`src/rtl/wb_pkg.sv`:
```
// Shared types and constants for the write-back scheduler.
// Optional build macro: WB_R0_DISCARD_EN -- register writes to r0 are dropped.
package wb_pkg;

  localparam int DW  = 16;
  localparam int RAW = 5;
  localparam int MAW = 8;

  // The state names the write currently driven on the output ports.
  typedef enum logic [1:0] {
    IDLE = 2'd0,
    REG1 = 2'd1,
    REG2 = 2'd2,
    MEM  = 2'd3
  } wb_state_e;

  typedef struct packed {
    logic [1:0]     reg_en;
    logic [RAW-1:0] dest1;
    logic [RAW-1:0] dest2;
    logic [DW-1:0]  data1;
    logic [DW-1:0]  data2;
    logic           mem_en;
    logic [MAW-1:0] mem_addr;
    logic [DW-1:0]  mem_data;
  } wb_req_t;

  // Effective op enables {mem, reg2, reg1}; r0 writes vanish when discarding is built in.
  function automatic logic [2:0] op_enables(input wb_req_t r);
    logic [2:0] en;
    en = {r.mem_en, r.reg_en[1], r.reg_en[0]};
`ifdef WB_R0_DISCARD_EN
    if (r.dest1 == '0) en[0] = 1'b0;
    if (r.dest2 == '0) en[1] = 1'b0;
`endif
    return en;
  endfunction

endpackage

```
`src/rtl/wb_next_op.sv`:
```
// Combinational next-op selector: given the enabled ops and the op on the
// outputs now, pick the op that follows and flag whether the current one is last.
module wb_next_op
  import wb_pkg::*;
(
  input  logic [2:0] en_i,       // {mem, reg2, reg1}
  input  logic       dest_eq_i,  // dest1 == dest2
  input  wb_state_e  state_i,
  output wb_state_e  next_o,
  output logic       last_o
);

  logic issue_r1;

  // Walk the fixed order reg1 -> reg2 -> mem, skipping disabled ops.
  always_comb begin
    // NOTE: every output gets a default first so no path leaves it unassigned (no latch).
    next_o   = IDLE;
    // A duplicate destination collapses to a single write of dest2.
    issue_r1 = en_i[0] && !(en_i[1] && dest_eq_i);
    case (state_i)
      IDLE: begin
        if (issue_r1)     next_o = REG1;
        else if (en_i[1]) next_o = REG2;
        else if (en_i[2]) next_o = MEM;
      end
      REG1: begin
        if (en_i[1])      next_o = REG2;
        else if (en_i[2]) next_o = MEM;
      end
      REG2: begin
        if (en_i[2])      next_o = MEM;
      end
      default: next_o = IDLE;
    endcase
    last_o = (next_o == IDLE);
  end

endmodule

```
`src/rtl/wb_scheduler.sv`:
```
// Write-back scheduler: serialises up to two register writes and one memory
// write per transaction onto single registered write ports, one per cycle.
// Optional build macro: WB_R0_DISCARD_EN (see wb_pkg::op_enables).
// The holding register uses the package widths; parameters must match them.
module wb_scheduler #(
  parameter int DW  = 16,
  parameter int RAW = 5,
  parameter int MAW = 8
) (
  input  logic           clk,
  input  logic           rst,
  input  logic           req_valid,
  output logic           req_ready,
  input  logic [1:0]     req_reg_en,
  input  logic [RAW-1:0] req_dest1,
  input  logic [RAW-1:0] req_dest2,
  input  logic [DW-1:0]  req_data1,
  input  logic [DW-1:0]  req_data2,
  input  logic           req_mem_en,
  input  logic [MAW-1:0] req_mem_addr,
  input  logic [DW-1:0]  req_mem_data,
  output logic           rf_we,
  output logic [RAW-1:0] rf_waddr,
  output logic [DW-1:0]  rf_wdata,
  output logic           dm_we,
  output logic [MAW-1:0] dm_addr,
  output logic [DW-1:0]  dm_wdata,
  input  logic [RAW-1:0] chk_addr,
  output logic           chk_hit,
  output logic           busy
);

  import wb_pkg::*;

  wb_req_t        in_req, hold_q, hold_d;
  wb_state_e      state_q, state_d, adv_next, acc_first;
  logic [2:0]     hold_en, in_en;
  logic           adv_last, acc_last_unused, accept;
  logic           rf_we_q, rf_we_d, dm_we_q, dm_we_d, busy_q;
  logic [RAW-1:0] rf_waddr_q, rf_waddr_d;
  logic [DW-1:0]  rf_wdata_q, rf_wdata_d, dm_wdata_q, dm_wdata_d;
  logic [MAW-1:0] dm_addr_q, dm_addr_d;

  // Pack the incoming payload into the holding-register layout.
  always_comb begin
    in_req.reg_en   = req_reg_en;
    in_req.dest1    = req_dest1;
    in_req.dest2    = req_dest2;
    in_req.data1    = req_data1;
    in_req.data2    = req_data2;
    in_req.mem_en   = req_mem_en;
    in_req.mem_addr = req_mem_addr;
    in_req.mem_data = req_mem_data;
  end

  assign hold_en = op_enables(hold_q);
  assign in_en   = op_enables(in_req);

  // Advance path: what follows the op currently on the outputs.
  wb_next_op u_adv (
    .en_i      (hold_en),
    .dest_eq_i (hold_q.dest1 == hold_q.dest2),
    .state_i   (state_q),
    .next_o    (adv_next),
    .last_o    (adv_last)
  );

  // Accept path: first op of the incoming transaction.
  wb_next_op u_acc (
    .en_i      (in_en),
    .dest_eq_i (req_dest1 == req_dest2),
    .state_i   (IDLE),
    .next_o    (acc_first),
    .last_o    (acc_last_unused)
  );

  // A new transaction is taken on the last-op cycle for zero-bubble chaining.
  assign req_ready = !rst && ((state_q == IDLE) || adv_last);
  assign accept    = req_valid && req_ready;

  // Next state, holding register and next values of the registered write ports.
  always_comb begin
    hold_d     = hold_q;
    state_d    = state_q;
    rf_waddr_d = rf_waddr_q;
    rf_wdata_d = rf_wdata_q;
    dm_addr_d  = dm_addr_q;
    dm_wdata_d = dm_wdata_q;
    if (accept) begin
      hold_d  = in_req;
      state_d = acc_first;
    end else if (state_q != IDLE) begin
      state_d = adv_next;
    end
    rf_we_d = (state_d == REG1) || (state_d == REG2);
    dm_we_d = (state_d == MEM);
    if (state_d == REG1) begin
      rf_waddr_d = hold_d.dest1;
      rf_wdata_d = hold_d.data1;
    end else if (state_d == REG2) begin
      rf_waddr_d = hold_d.dest2;
      rf_wdata_d = hold_d.data2;
    end
    if (state_d == MEM) begin
      dm_addr_d  = hold_d.mem_addr;
      dm_wdata_d = hold_d.mem_data;
    end
  end

  // State, holding register and output port registers.
  always_ff @(posedge clk) begin
    // NOTE: sequential state uses non-blocking assignments so every flop samples pre-edge values.
    if (rst) begin
      state_q    <= IDLE;
      hold_q     <= '0;
      rf_we_q    <= 1'b0;
      rf_waddr_q <= '0;
      rf_wdata_q <= '0;
      dm_we_q    <= 1'b0;
      dm_addr_q  <= '0;
      dm_wdata_q <= '0;
      busy_q     <= 1'b0;
    end else begin
      state_q    <= state_d;
      hold_q     <= hold_d;
      rf_we_q    <= rf_we_d;
      rf_waddr_q <= rf_waddr_d;
      rf_wdata_q <= rf_wdata_d;
      dm_we_q    <= dm_we_d;
      dm_addr_q  <= dm_addr_d;
      dm_wdata_q <= dm_wdata_d;
      busy_q     <= (state_d != IDLE);
    end
  end

  // Hazard check: destinations of the driven op and any op still to come.
  always_comb begin
    chk_hit = 1'b0;
    case (state_q)
      REG1: chk_hit = (hold_en[0] && (hold_q.dest1 == chk_addr)) ||
                      (hold_en[1] && (hold_q.dest2 == chk_addr));
      REG2: chk_hit = (hold_q.dest2 == chk_addr);
      default: chk_hit = 1'b0;
    endcase
  end

  assign rf_we    = rf_we_q;
  assign rf_waddr = rf_waddr_q;
  assign rf_wdata = rf_wdata_q;
  assign dm_we    = dm_we_q;
  assign dm_addr  = dm_addr_q;
  assign dm_wdata = dm_wdata_q;
  assign busy     = busy_q;

endmodule

```
`config.mk`:
```
export PLATFORM = sky130hd
export DESIGN_NAME = wb_scheduler
export DESIGN_NICKNAME = d
export VERILOG_FILES = /design/src/rtl/wb_pkg.sv /design/src/rtl/wb_next_op.sv /design/src/rtl/wb_scheduler.sv
export SDC_FILE = /design/constraint.sdc
export NUM_CORES = 1
export LEC_CHECK = 0
export BUFFER_PORTS_ARGS = -buffer_cell sky130_fd_sc_hd__buf_2
export CORE_MARGIN = 10
export CORE_UTILIZATION = 57
export DETAILED_ROUTE_END_ITERATION = 7
export GPL_ROUTABILITY_DRIVEN = 0
export PLACE_DENSITY = 0.84
export SYNTH_ARGS = -nofsm -noshare
export SYNTH_HDL_FRONTEND = slang
export SYNTH_SLANG_ARGS = --single-unit
```
`constraint.sdc`:
```
create_clock -name clk -period 8.3 [get_ports clk]
set_input_delay 0.415 -clock clk [delete_from_list [all_inputs] [get_ports clk]]
set_output_delay 0.415 -clock clk [all_outputs]
set_load 0.1 [all_outputs]
```
; ---- Word-level counts from Yosys, hierarchy flattened
; Cells that the tools add are included.
[classes]
n_reduce_logical = 19
eq_ne = 9
n_mux = 15
[op_table]
columns = operator, count
row1 = 67-bit 2-to-1 mux, 1
row2 = 16-bit 2-to-1 mux, 2
row3 = 5-bit == test, 4
row4 = 2-bit 2-to-1 mux, 8
row5 = 5-bit 2-to-1 mux, 2
row6 = 1-bit logical AND, 8
row7 = "2-bit == test, second input constant", 3
row8 = 2-bit one-hot mux with 3 select lines, 1
row9 = 2-bit nonzero test, 3
row10 = "2-bit by 1-bit == test with 1-bit output, second input constant", 2
row11 = 2-bit logical NOT, 2
row12 = 1-bit logical NOT, 3
row13 = 1-bit logical OR, 3
row14 = 1-bit one-hot mux with 2 select lines, 1
[totals]
in_bits = 77
out_inout_bits = 50
wordCells = 59
reg_bits = 119

; ---- Longest topological paths before layout
[depth]
depth_word = 14
depth_mapped = 14
mapped_depth_nobuf = 10

; ---- By module
; A second synthesis with hierarchy kept.
[hier_totals]
cells_unflattened = 460
hier_area_um2 = 4773.3
[modules_own_cells]
columns = mod, seq_area_each_um2, instances, cells_per_inst, area_each_um2
row1 = wb_scheduler, 2382.3, 1, 434, 4613.2
row2 = wb_next_op, 0.0, 2, 13, 80.1

; ---- Worst setup path after synthesis
; OpenSTA, ideal clock, no wires.
[synth_path]
path_type = flip-flop to flip-flop
startpoint = register state_q[0]
endpoint = register rf_wdata_q[0] (netlist: rf_wdata[0])
t_arrival_ps = 3299
path_buffers = 6
path_slack_ps = 4908
setup_ps = 92
t_required_ps = 8208
period_less_slack_ps = 3392
stages_incl_launch_ff = 15
path_cell_list = dfxtp_1 -> inv_1 -> ha_1 -> or2_1 -> o31a_1 -> buf_2 -> buf_2 -> buf_1 -> a31oi_1 -> ha_1 -> buf_2 -> buf_1 -> buf_1 -> a211oi_1 -> o32ai_1
[synth_between]
elab_chain_len = 9
word_cells_on_any_way = 17
cone_classes = eq/ne: 4 / mux: 6 / reduce/logical: 7
[synth_rtl]
columns = item, line_no
row1 = start: declaration, wb_scheduler.sv:36  ; wb_state_e state_q, state_d, adv_next, acc_first;
row2 = start signal: assignment, wb_scheduler.sv:124  ; state_q <= state_d;
row3 = 2-bit == test (tied with other cells), wb_next_op.sv:21  ; case (state_i)
row4 = 2-bit one-hot mux with 3 select lines, wb_next_op.sv:21
row5 = 2-bit logical NOT, wb_next_op.sv:36  ; last_o = (next_o == IDLE);
row6 = 1-bit logical OR, wb_scheduler.sv:78  ; assign req_ready = !rst && ((state_q == IDLE) || adv_last);
row7 = 1-bit logical AND, wb_scheduler.sv:78
row8 = 1-bit logical AND, wb_scheduler.sv:79  ; assign accept = req_valid && req_ready;
row9 = 2-bit 2-to-1 mux (*), wb_scheduler.sv:89  ; if (accept) begin
row10 = net state_d[0], wb_scheduler.sv:36
row11 = 2-bit by 1-bit == test with 1-bit output or 2-bit == test (tied branches), "wb_scheduler.sv:97, wb_scheduler.sv:100"
row12 = 16-bit 2-to-1 mux or 2-bit nonzero test (tied branches), -
row13 = end signal: assignment, wb_scheduler.sv:128  ; rf_wdata_q <= rf_wdata_d;
row14 = end: declaration, wb_scheduler.sv:41  ; logic [DW-1:0] rf_wdata_q, rf_wdata_d, dm_wdata_q, dm_wdata_d;
; Mark *: on every way through the listed nets, which the timed path passes. The rest lies on a longest branch. The select of a mux whose other input is x is not followed.
; A chain may end at the register's enable or synchronous reset.

; ---- Worst setup path in the final report
[layout_path]
startpoint = register state_q[1]
endpoint = register rf_waddr_q[2] (netlist: rf_waddr[2])
[layout_between]
elab_chain_len = 9
word_cells_on_any_way = 17
cone_classes = eq/ne: 4 / mux: 6 / reduce/logical: 7
[layout_rtl]
columns = item, line_no
row1 = 2-bit == test (tied with other cells), wb_next_op.sv:21
row2 = 2-bit one-hot mux with 3 select lines, wb_next_op.sv:21
row3 = 2-bit logical NOT, wb_next_op.sv:36
row4 = 1-bit logical OR, wb_scheduler.sv:78
row5 = 1-bit logical AND, wb_scheduler.sv:78
row6 = 1-bit logical AND, wb_scheduler.sv:79
row7 = 2-bit 2-to-1 mux or 67-bit 2-to-1 mux (tied branches), wb_scheduler.sv:89
row8 = 2-bit by 1-bit == test with 1-bit output (tied with other cells), wb_scheduler.sv:97  ; if (state_d == REG1) begin
row9 = 5-bit 2-to-1 mux or 2-bit nonzero test (tied branches), -
row10 = end signal: assignment, wb_scheduler.sv:127  ; rf_waddr_q <= rf_waddr_d;
row11 = end: declaration, wb_scheduler.sv:40  ; logic [RAW-1:0] rf_waddr_q, rf_waddr_d;
; Parallel ways exist; a longest one is shown, timed or not. The select of a mux whose other input is x is not followed.

==> results.toml <==
[die]
chipHeight_um = 116
chipWidth_um = 116
floorplan.core_area_um2 = 8810
fp.dieArea_um2 = 13400
initial_core_util = 0.591
floorplan.rows = 34
ios = 127

[logic_synthesis]
synth-seq-cells = 119
share_of_synthesized_area_occupied_by_flip_flops_and_latches = 0.458
muxShareOfSynthArea = 0.0462
post_synth_xor_area_fraction = 0.0252
synthesized_area_fraction_occupied_by_ao_oa_aoi_and_oai_cells = 0.206
synth_fa_ha_area_frac = 0.0192
synth_cell_type_count = 37
postSynth.topFlopCell = "sky130_fd_sc_hd__dfxtp_1"
synth_cells = 594
asyncSetResetFlopFracSynth = 0
ys_warn_count = 0
yosys.area_share.simple = 0.200
synth_fp_nets = 679
synth_edf_count = 0
postSynthAreaPerCell_um2 = 8.76
synth_top_family_by_area = "compound AO/OA/AOI/OAI gates"
synth_area_um2 = 5200

[setup_path]
setup.worst_path.class = "reg -> reg"
worst_setup_path_start_kind = "flip-flop"
critical_path.most_common_cell = "sky130_fd_sc_hd__ha_1"
cpPeakStageDelay_ps = 680
worst_path_dominant_cell_family = "compound AO/OA/AOI/OAI gates"
worstPathRequired_ps = 8690
crit_path_top_delay_cell = "sky130_fd_sc_hd__nand2b_1"
crit_path_cell_trace = "inv_1 -> ha_1 -> a21oi_1 -> o31a_2 -> buf_4 -> a211oi_1 -> a31o_2 -> ha_1 -> nand2b_1 -> o32ai_1"
critical_path.n_buffers_inverters = 2
crit_arrival_ps = 4660
path_max_fanout = 70
end_kind = "flip-flop"

[power]
cellLeakagePower_nw = 2.67
ir_worst_vdd_v = 0.000203
power.density_nw_per_um2 = 258

[drt]
firstDrtPassIters = 6
number_of_vias_per_cell = 5.69
post_drt_wl_per_cell_um = 16.8
antenna_nets_post_route = 0
route.final.wire_length_mm = 13.7
drt_iter0_drc = 406
routed-via-count = 4646
route.detailed.drc = 0

[cts]
tritoncts.num_buffers = 17
cts-root-buf = "sky130_fd_sc_hd__clkbuf_8"
cts_tree = "built"
post-cts-setup-buffer-count = 0
path_clk_slew_ps = 60
insertion_delay_ps = 510
clock_tree.buffer_depth = 2
post_cts_resized = 0
cts_sinks = 119
holdBufCountCts = 0
htreeDepth = 4

[grt]
wire_length_of_the_first_global_routing_pass_mm = 22.1
global_route.peak_usage_layer = "met2"
grt_util_met1 = 0.235
vias_in_the_first_global_route = 4631
grt-ovfl-total = 0
use_met3 = 0.0786
grt.total_usage = 0.203
grt_start_max_net_pins = 121
grt_antenna_before_repair = 0
globalRouteMet2Util = 0.338

[sta]
maxSlewViolCount = 0
fin_crit_sh = 0.514
transition_at_the_pin_with_the_smallest_max_transition_slack_ps = 1200
clock.fmax_mhz = 234
timing.final.setup_violations = 0
hold_viol_final = 0
finalWorstPathRequiredPeriod_ps = 4270
worst_clock_skew_ps = 6.90
unrepaired_setup_endpoints_after_global_routing = "no"
setup-tns-final_ps = 0
timing.max_slew.rel_slack = 0.201

[placed_design]
detailedPlacementHpwl_mm = 8.63
placement.io_buffers = 126
placed_cell_area_um2 = 5800

[final_layout]
fillerInstances = 628
post_route_cells_drive_above_1_share = 0.237
num_antenna_cells = 0
layout.nets = 780
design_area_um2 = 6420
syn2layout_area_growth_pct = 23.3

[min_path]
hold_path_class = "in -> reg"

[outcome]
status = "finished, final reports clean"

[run]
max_cap_viol_count = 0
[worst min-delay path, cell delays in order]
cell and delay [ps]:
sky130_fd_sc_hd__buf_2 100, sky130_fd_sc_hd__nand2_1 50, sky130_fd_sc_hd__a21oi_1 50
[final timing paths]
path	slack, ps	cells after the start	start	endpoint
worst max-delay path	4030	10	state_q[1]$_SDFF_PP0_	rf_waddr[2]$_SDFFE_PP0P_
worst min register to register	450	2	hold_q[25]$_SDFF_PP0_	hold_q[25]$_SDFF_PP0_
worst min-delay path	150	3	req_data2[6]	hold_q[31]$_SDFF_PP0_
worst max register to register	4030	10	state_q[1]$_SDFF_PP0_	rf_waddr[2]$_SDFFE_PP0P_
[state kept, by name, indices dropped and copies added, names as in the netlist]
| name | count |
|---|---|
| rf_waddr | 5 |
| hold_en | 3 |
| state_q | 2 |
| dm_addr | 8 |
| rf_we | 1 |
| hold_q | 66 |
| dm_we | 1 |
| busy | 1 |
| dm_wdata | 16 |
| rf_wdata | 16 |
[cells in the mapped netlist, types with 2 or more instances]
| cell type | number | area share |
|---|---|---|
| sky130_fd_sc_hd__clkbuf_1 | 30 | 0.022 |
| sky130_fd_sc_hd__nand2b_1 | 24 | 0.029 |
| sky130_fd_sc_hd__xor2_1 | 6 | 0.010 |
| sky130_fd_sc_hd__a211oi_1 | 46 | 0.066 |
| sky130_fd_sc_hd__mux2i_1 | 24 | 0.046 |
| sky130_fd_sc_hd__a21oi_1 | 47 | 0.045 |
| sky130_fd_sc_hd__nor2b_1 | 45 | 0.054 |
| sky130_fd_sc_hd__o21ai_0 | 2 | 0.0019 |
| sky130_fd_sc_hd__ha_1 | 8 | 0.019 |
| sky130_fd_sc_hd__nand2_1 | 91 | 0.066 |
| sky130_fd_sc_hd__o32ai_1 | 21 | 0.035 |
| sky130_fd_sc_hd__buf_2 | 10 | 0.0096 |
| sky130_fd_sc_hd__buf_4 | 2 | 0.0029 |
| sky130_fd_sc_hd__nand4_1 | 4 | 0.0048 |
| sky130_fd_sc_hd__inv_1 | 4 | 0.0029 |
| sky130_fd_sc_hd__buf_1 | 6 | 0.0043 |
| sky130_fd_sc_hd__nor2_1 | 54 | 0.039 |
| sky130_fd_sc_hd__a2111oi_0 | 21 | 0.035 |
| sky130_fd_sc_hd__buf_6 | 2 | 0.0043 |
| sky130_fd_sc_hd__a31oi_1 | 4 | 0.0048 |
| sky130_fd_sc_hd__xnor2_1 | 9 | 0.015 |
| sky130_fd_sc_hd__dfxtp_1 | 119 | 0.46 |
[metrics by stage]
| stage | std cells | utilization | total power [mW] | setup WS [ps] | hold WS [ps] |
|---|---|---|---|---|---|
| after global routing | 816 | 0.729 | 1.71 | 3590 | 148 |
| after CTS | 816 | 0.729 | 1.66 | 4120 | 136 |
| after floorplan | 594 | - | 0.840 | 4910 | 432 |
| after global placement | 784 | 0.659 | 0.895 | 4400 | 438 |
| after detailed placement | 784 | 0.659 | 0.900 | 4160 | 443 |
| final | 816 | 0.729 | 1.65 | 4030 | 148 |
[logic make-up after synthesis]
logic type	Yosys count
adder cells (fa/ha/maj)	8
AND/OR/NAND/NOR	224
buffers and inverters	54
flip-flops	119
XOR/XNOR	15
AO/OA/AOI/OAI	150
multiplexers	24
[power by group]
group	switching, mW	leakage (nW)	internal [mW]
combinational	0.202	1.41	0.0730
sequential	0.0152	0.971	0.602
clock	0.271	0.288	0.490
[placed cells by master (no fill, tap or decap), types with 2 or more instances in the layout]
master / n
sky130_fd_sc_hd__a2111oi_0: 21
sky130_fd_sc_hd__a211oi_1: 46
sky130_fd_sc_hd__a21oi_1: 47
sky130_fd_sc_hd__a31oi_1: 4
sky130_fd_sc_hd__buf_2: 125
sky130_fd_sc_hd__buf_4: 7
sky130_fd_sc_hd__bufinv_16: 4
sky130_fd_sc_hd__clkbuf_16: 16
sky130_fd_sc_hd__clkinv_4: 3
sky130_fd_sc_hd__clkinvlp_4: 4
sky130_fd_sc_hd__dfxtp_1: 119
sky130_fd_sc_hd__ha_1: 7
sky130_fd_sc_hd__inv_1: 4
sky130_fd_sc_hd__inv_6: 2
sky130_fd_sc_hd__mux2i_1: 24
sky130_fd_sc_hd__nand2_1: 91
sky130_fd_sc_hd__nand2b_1: 24
sky130_fd_sc_hd__nand4_1: 4
sky130_fd_sc_hd__nor2_1: 54
sky130_fd_sc_hd__nor2b_1: 45
sky130_fd_sc_hd__o21ai_0: 2
sky130_fd_sc_hd__o32ai_1: 21
sky130_fd_sc_hd__xnor2_1: 9
sky130_fd_sc_hd__xor2_1: 6
[area by class of cell]
type	count	area, µm²	share of cell area
clock buffer	18	418	0.0651
timing repair buffer	132	678	0.106
clock inverter	14	199	0.0310
multi-input combinational	421	2590	0.403
tap	108	135	0.0211
sequential	119	2380	0.371
inverter	4	15.0	0.00234
[per-layer routing]
metal | up-vias | share of wire
li1 | 2293 | -
met1 | 2148 | 0.41
met5 | - | 0
met2 | 182 | 0.48
met3 | 23 | 0.10
met4 | 0 | 0.015
(Power assumes the default switching activity.)
